===== src/rtl/fp8_pkg.sv =====
// Shared FP8 definitions for the multiply path.
//   FP8 format is 1-4-3 (sign, exponent, mantissa) with exponent bias 7.
//   req_state_t is the state encoding of the multiplier requester FSM.
package fp8_pkg;

  localparam int FP8_W    = 8;
  localparam int EXP_W    = 4;
  localparam int MAN_W    = 3;
  localparam int EXP_BIAS = 7;

  typedef logic [FP8_W-1:0] fp8_t;

  localparam fp8_t FP8_ZERO = 8'h00;

  typedef enum logic [1:0] {
    IDLE  = 2'd0,
    ISSUE = 2'd1,
    WAIT  = 2'd2,
    HOLD  = 2'd3
  } req_state_t;

endpackage


===== src/rtl/fp8_mul_requester.sv =====
// Initiator side of the FP8 multiplier start/done handshake.
//
// Ports:
//   clk, rst                 clock, synchronous active-high reset
//   in_valid/in_ready        operand stream (in_a, in_b)
//   start_mul, mul_a, mul_b  one-cycle request and operands to the multiplier
//   done_mul, product        multiplier completion and result
//   out_valid/out_ready      result stream (out_product, out_timeout)
//   busy                     FSM is not in IDLE
//   op_count                 completed result handshakes (wraps)
//   timeout_count            aborted operations (saturates)
//
// Handshakes: a transfer happens on a rising clk edge where valid and ready
// are both high. in_ready is high only in IDLE. Once out_valid rises, it and
// out_product/out_timeout stay fixed until the edge where out_ready is seen.
//
// Operation flow: IDLE accepts operands, ISSUE pulses start_mul, WAIT runs
// the timer until done_mul or timeout, HOLD presents the result. A done_mul
// outside WAIT is a leftover from a dropped transaction and is ignored.
module fp8_mul_requester
  import fp8_pkg::*;
#(
  parameter int TIMEOUT_CYCLES = 64,
  parameter int CNT_W          = 16
) (
  input  logic             clk,
  input  logic             rst,
  input  logic             in_valid,
  output logic             in_ready,
  input  logic [7:0]       in_a,
  input  logic [7:0]       in_b,
  output logic             start_mul,
  output logic [7:0]       mul_a,
  output logic [7:0]       mul_b,
  input  logic             done_mul,
  input  logic [7:0]       product,
  output logic             out_valid,
  input  logic             out_ready,
  output logic [7:0]       out_product,
  output logic             out_timeout,
  output logic             busy,
  output logic [CNT_W-1:0] op_count,
  output logic [CNT_W-1:0] timeout_count
);

  // Timer only needs to reach TIMEOUT_CYCLES-1; WAIT is left on that cycle.
  localparam int TMR_W = (TIMEOUT_CYCLES > 2) ? $clog2(TIMEOUT_CYCLES) : 1;
  localparam logic [TMR_W-1:0] TMR_LAST = TMR_W'(TIMEOUT_CYCLES - 1);

  req_state_t       state, state_next;
  logic [TMR_W-1:0] timer;

  logic accept;      // operand pair transferred this cycle
  logic take_done;   // multiplier finished while waiting
  logic take_to;     // waited the full budget without done_mul
  logic release_out; // result transferred downstream this cycle

  always_ff @(posedge clk) begin
    if (rst) state <= IDLE;
    else     state <= state_next;
  end

  always_comb begin
    state_next  = state;
    accept      = 1'b0;
    take_done   = 1'b0;
    take_to     = 1'b0;
    release_out = 1'b0;
    case (state)
      IDLE: begin
        if (in_valid) begin
          accept     = 1'b1;
          state_next = ISSUE;
        end
      end
      ISSUE: state_next = WAIT;
      WAIT: begin
        // done_mul takes priority over a coinciding timeout.
        if (done_mul) begin
          take_done  = 1'b1;
          state_next = HOLD;
        end else if (timer == TMR_LAST) begin
          take_to    = 1'b1;
          state_next = HOLD;
        end
      end
      HOLD: begin
        if (out_ready) begin
          release_out = 1'b1;
          state_next  = IDLE;
        end
      end
      default: state_next = IDLE;
    endcase
  end

  assign in_ready  = (state == IDLE);
  assign busy      = (state != IDLE);
  assign start_mul = (state == ISSUE);

  always_ff @(posedge clk) begin
    if (rst) begin
      mul_a         <= FP8_ZERO;
      mul_b         <= FP8_ZERO;
      out_valid     <= 1'b0;
      out_product   <= FP8_ZERO;
      out_timeout   <= 1'b0;
      op_count      <= '0;
      timeout_count <= '0;
      timer         <= '0;
    end else begin
      if (accept) begin
        mul_a <= in_a;
        mul_b <= in_b;
      end

      if (state == ISSUE)     timer <= '0;
      else if (state == WAIT) timer <= timer + 1'b1;

      if (take_done) begin
        out_product <= product;
        out_timeout <= 1'b0;
        out_valid   <= 1'b1;
      end else if (take_to) begin
        out_product <= FP8_ZERO;
        out_timeout <= 1'b1;
        out_valid   <= 1'b1;
        if (timeout_count != {CNT_W{1'b1}})
          timeout_count <= timeout_count + 1'b1;
      end

      if (release_out) begin
        out_valid <= 1'b0;
        op_count  <= op_count + 1'b1;
      end
    end
  end

endmodule


===== config.mk =====
export PLATFORM = sky130hd
export DESIGN_NAME = fp8_mul_requester
export DESIGN_NICKNAME = d
export VERILOG_FILES = /design/src/rtl/fp8_pkg.sv /design/src/rtl/fp8_mul_requester.sv
export SDC_FILE = /design/constraint.sdc
export NUM_CORES = 1
export LEC_CHECK = 0
export CAP_MARGIN = 20
export CORE_AREA = 10 10 99 101
export DETAILED_ROUTE_END_ITERATION = 10
export DIE_AREA = 0 0 109 111
export PLACE_DENSITY = 0.66
export REMOVE_ABC_BUFFERS = 1
export SYNTH_ARGS = -nofsm -noshare
export SYNTH_HDL_FRONTEND = slang
export SYNTH_SLANG_ARGS = --single-unit

===== constraint.sdc =====
create_clock -name clk -period 2.5 [get_ports clk]
set_input_delay 0.25 -clock clk [delete_from_list [all_inputs] [get_ports clk]]
set_output_delay 0.25 -clock clk [all_outputs]
set_load 0.005 [all_outputs]

-- Word level (Yosys, flattened, before mapping)
Cells that the tools add are included.
- reductions and logical operators: 8
- muxes and demuxes: 18
- bitwise logic cells: 1
- equal/unequal tests: 8
- add/sub/neg operators: 3
- operators by type and width (operator ; count):
    16-bit by 1-bit adder with 16-bit output (second input constant) ; 2
    8-bit 2-to-1 mux ; 2
    16-bit != test (second input constant) ; 1
    1-bit 2-to-1 mux ; 11
    2-bit 2-to-1 mux ; 4
    2-bit one-hot mux with 4 select lines ; 1
    6-bit by 1-bit adder with 6-bit output (second input constant) ; 1
    6-bit == test (second input constant) ; 1
    3-bit AND reduction ; 2
    2-bit OR reduction ; 3
    2-bit == test (second input constant) ; 2
    2-bit != test (second input constant) ; 2
    2-bit nonzero test ; 2
    3-bit != test (second input constant) ; 1
    2-bit by 1-bit == test with 1-bit output (second input constant) ; 1
    2-bit zero test ; 1
    1-bit NOT ; 1
- input port bits: 29
- register bits: 66
- logic and storage cells: 47
- output and inout bits: 61

-- Depth between registers and ports, before layout
- depth after elaboration: 6
- depth in mapped cells: 9
- gate-level depth less buffers: 6

-- Worst setup path before layout
Ideal clock, no wire load.
- path kind: flip-flop to flip-flop
- start: register state[0]
- end: register timeout_count[7]
- clock period less this slack: 2.131 ns
- data required time: 2.379 ns
- library setup time: 0.121 ns
- slack: 0.369 ns
- path buffers: 3
- arrival time: 2.010 ns
- cell stages (with the launch flop): 10
- cells stage by stage: dfxtp_1 -> inv_1 -> ha_1 -> buf_4 -> nand4_2 -> or3_1 -> buf_2 -> clkbuf_1 -> nor4_1 -> mux2_2
- longest elaborated chain between the ends: 4
- elaborated cells between the ends (all ways): 5
- classes of those cells: eq/ne: 1; mux: 2; bitwise: 1; reduce/logical: 1
- ends and longest elaborated chain (what ; line ; text):
    from (decl) ; fp8_mul_requester.sv:50 ; req_state_t state, state_next;
    from (signal assigned) ; fp8_mul_requester.sv:60 ; else state <= state_next;
    2-bit == test (*) ; fp8_mul_requester.sv:69 ; case (state)
    1-bit 2-to-1 mux ; fp8_mul_requester.sv:69 ;
    1-bit NOT (no source line) ; n/a ;
    3-bit AND reduction (no source line) (*) ; n/a ;
    to (signal assigned) ; fp8_mul_requester.sv:129 ; timeout_count <= timeout_count + 1'b1;
    to (decl) ; fp8_mul_requester.sv:43 ; output logic [CNT_W-1:0] timeout_count
Every way passes the cells marked *; elsewhere a longest branch is shown, timed or not.
A chain may end at the register's enable or synchronous reset.

-- Worst setup path in the final report
Ends and elaborated chain as after synthesis.

==> summary.md <==
| Metric | Value |
|---|---|
| Hold Crit Class | `flop to flop` |
| ANT cells | `0` |
| GR Layer Usage met1 | `14.50%` |
| Clk sink count | `66` |
| Clk pin slew, worst setup/hold paths | `80 ps` |
| First DRT Iteration DRCs | `108` |
| Top-area cell type share of the netlist area | `45.24%` |
| CTS Hold Bufs | `0` |
| Root buffer cell | `clkbuf_8` |
| Leak pwr | `1.431 nW` |
| Critical-path top delay cell | `or3_1` |
| WS Path Type | `flop to flop` |
| Busiest grt layer | `met2` |
| CP delay by family, top | `simple AND/OR/NAND/NOR gates` |
| Netlist cell types | `38` |
| Primary FF master, synth | `dfxtp_1` |
| Pre-CTS setup slack | `347.1 ps` |
| Netlist Area Pre-Place | `0.002920 mm²` |
| Worst EP required | `2720 ps` |
| Final min period | `2169 ps` |
| Number of enable flip-flop cells after synthesis | `0` |
| Worst IR Drop VDD | `324.1 µV` |
| Yosys warning count | `0` |
| Max-slew headroom | `46.38%` |
| Cell Rows | `33` |
| Die Ht | `111 µm` |
| RR Endpoint | `timeout_count[7]` |
| Worst Tran Pin Value | `804.2 ps` |
| Vias in the first global route | `2,528` |
| Crit. End Element | `flop` |
| Dominant cell type by area after synthesis | `dfxtp_1` |
| Crit-path cells | `inv_1 -> ha_1 -> nand4_2 -> or3_1 -> buf_4 -> nor4_1 -> mux2_2` |
| Gpl congestion | `0.7688` |
| Initial Utilization | `36.65%` |
| Final Setup Violations | `0` |
| Hpwl dp | `5606 µm` |
| Setup Fix Bufs, Post-CTS | `0` |
| Mapped Cells | `347` |
| Clock Skews | `9.373 ps` |
| Synthesized area per cell | `8.416 µm²` |
| Cells on Worst Hold Path | `2` |
| Via Count | `2,710` |
| Post-Route WL | `7575 µm` |
| Hold WS | `453.6 ps` |
| Flop and latch count out of synthesis | `66` |
| Clock buffer depth | `2` |
| Die X | `109 µm` |
| Antenna violations before repair | `0` |
| Fmax | `461.1 MHz` |
| Resized cells post-CTS | `0` |
| Final nets | `470` |
| Synth-to-Final Area Change | `40.02%` |
| Core Area | `0.007969 mm²` |
| CP max stage delay | `470 ps` |
| Pwr/cell area | `624.4 mW/mm²` |
| Sum of buffers and inverters on the critical path | `2` |
| I/O Buffers | `89` |
| Wire per inst | `13.95 µm` |
| Hold Path End | `mul_b[4]` |
| Final Power | `2.553 mW` |
| Worst Path Max Fanout | `13` |
| IO Count | `90` |
| CTS tree | `built` |
| Pins Over Slew Limit | `0` |
| Setup TNS | `0 ps` |
| Max_cap viols | `0` |
| DRC viols | `0` |
| Most instantiated library cell after synthesis | `dfxtp_1` |
| Layout Utilization | `51.31%` |
| Worst reg2reg setup slack | `330 ps` |
| Worst-Skew Late Latency | `330 ps` |
| Crit path arrival time | `2390 ps` |
| Ys async rst share | `0%` |
| Final Hold Vio Count | `0` |
| Remaining antenna violation count after routing | `0` |
| Worst hold path startpoint | `mul_b[4]` |
| Global-route wire length before repair | `12,250 µm` |
| CTS Buf Count | `9` |
| Met2 usage | `19.93%` |
| Inst Count DP | `527` |
| R2R depth | `7` |
| Final worst slack | `331.3 ps` |
| Layout cells sized above 1 | `7.534%` |
| Pre-Repair DR Iteration Count | `4` |
| Grt total ovfl | `0` |
| Vias per std cell | `4.991` |
| H-tree depth | `3` |
| Total GRT Usage | `12.29%` |
| R2R Path Start | `state[0]` |
| Worst Setup Start Kind | `flop` |
| Final cell count without fillers | `543` |
| Final cycle utilization of the critical path | `86.75%` |
| Sequential fraction of the synthesis area | `45.24%` |
| Ranking of synthesized cells by area | `dfxtp_1 (45%), a21oi_1 (7.4%), nand2_1 (7.1%)` |
| Unrepaired setup endpoints after global routing | `no` |
| Met3 usage | `4.070%` |
| Largest net degree at the start of global routing | `46` |
| Top cells by count, synth | `dfxtp_1 (66), nand2_1 (55), a21oi_1 (43), nor2_1 (23)` |
| Area post-placement | `0.003900 mm²` |
| Die ar. | `0.01210 mm²` |
| Post-route cell area | `0.004089 mm²` |
| Status | `completed` |
final cells by class:
type / count / area, µm²
timing repair buffer: 95 / 930.9
clock inverter: 5 / 37.54
inverter: 7 / 26.28
fill: 748 / 3880
clock buffer: 11 / 151.4
multi-input combinational: 254 / 1490
tap: 105 / 131.4
sequential: 66 / 1321
kinds of logic (layout without fill, tap and decap cells):
group                      Yosys count  after routing  share of synthesized area [%]
adders and majority gates            8              8                          3.428
xor gates and xnor gates            13             13                          3.899
and+or+nand+nor                    152            152                          26.78
muxes                                9              9                          3.385
DFF                                 66             66                          45.24
buffers and inverters               27            118                          3.728
AOI/OAI and AO/OA                   72             72                          13.54
cells in the final DEF (no fill, tap or decap), types with 2 or more instances in the layout:
| cell type | netlist | layout |
|---|---|---|
| ha_1 | 8 | 8 |
| inv_1 | 7 | 7 |
| xor2_1 | 11 | 11 |
| nand4_2 | 2 | 2 |
| nor2_1 | 23 | 23 |
| dfxtp_1 | 66 | 66 |
| nor3_1 | 2 | 2 |
| nor2b_1 | 7 | 7 |
| nand4_1 | 10 | 10 |
| clkbuf_8 | 0 | 11 |
| o21ai_0 | 14 | 14 |
| nor4_1 | 6 | 6 |
| and2_1 | 3 | 3 |
| and3_1 | 6 | 6 |
| a21oi_1 | 43 | 43 |
| and4_1 | 3 | 3 |
| mux2_2 | 6 | 6 |
| mux2i_1 | 2 | 2 |
| or4_1 | 12 | 12 |
| o31ai_1 | 10 | 10 |
| nand3_1 | 12 | 12 |
| or3_1 | 6 | 6 |
| nand2b_1 | 2 | 2 |
| buf_4 | 1 | 6 |
| nand2_1 | 55 | 55 |
| xnor2_1 | 2 | 2 |
| clkinvlp_4 | 0 | 2 |
| clkdlybuf4s50_1 | 0 | 88 |
power breakdown:
| group | internal [mW] | total (mW) | leakage (nW) | switching, mW |
|---|---|---|---|---|
| clock | 0.417 | 0.836 | 0.0919 | 0.419 |
| sequential | 1.12 | 1.17 | 0.535 | 0.0435 |
| combinational | 0.280 | 0.549 | 0.804 | 0.269 |
flip-flops by register name (all words and copies together) (netlist names), 2 cells and up:
| register | flops |
|---|---|
| op_count | 16 |
| timeout_count | 16 |
| mul_a | 8 |
| mul_b | 8 |
| out_product | 8 |
| timer | 6 |
| state | 2 |
worst max path at each step:
stage | from | to | slack (ps) | cells past startpoint
floorplan | state[0] | timeout_count[6] | 200 | 6
global placement | timeout_count[0] | timeout_count[14] | 410 | 5
detailed placement | state[0] | timeout_count[4] | 350 | 7
CTS | state[0] | timeout_count[7] | 330 | 7
global route | state[0] | timeout_count[7] | 180 | 7
finish | state[0] | timeout_count[7] | 330 | 7
worst register-to-register path: stages, from the launching register on:
cell     delay (ps)
dfxtp_1         340
inv_1           140
ha_1            210
nand4_2         110
or3_1           470
buf_4           220
nor4_1          220
mux2_2          360
routing by layer:
layer / wire (µm) / up-vias
met3: 550 / 11
met4: 104 / 0
li1: - / 1395
met5: 0 / -
met2: 3735 / 56
met1: 3185 / 1248
Note: power is estimated with default switching activity, not from simulation.
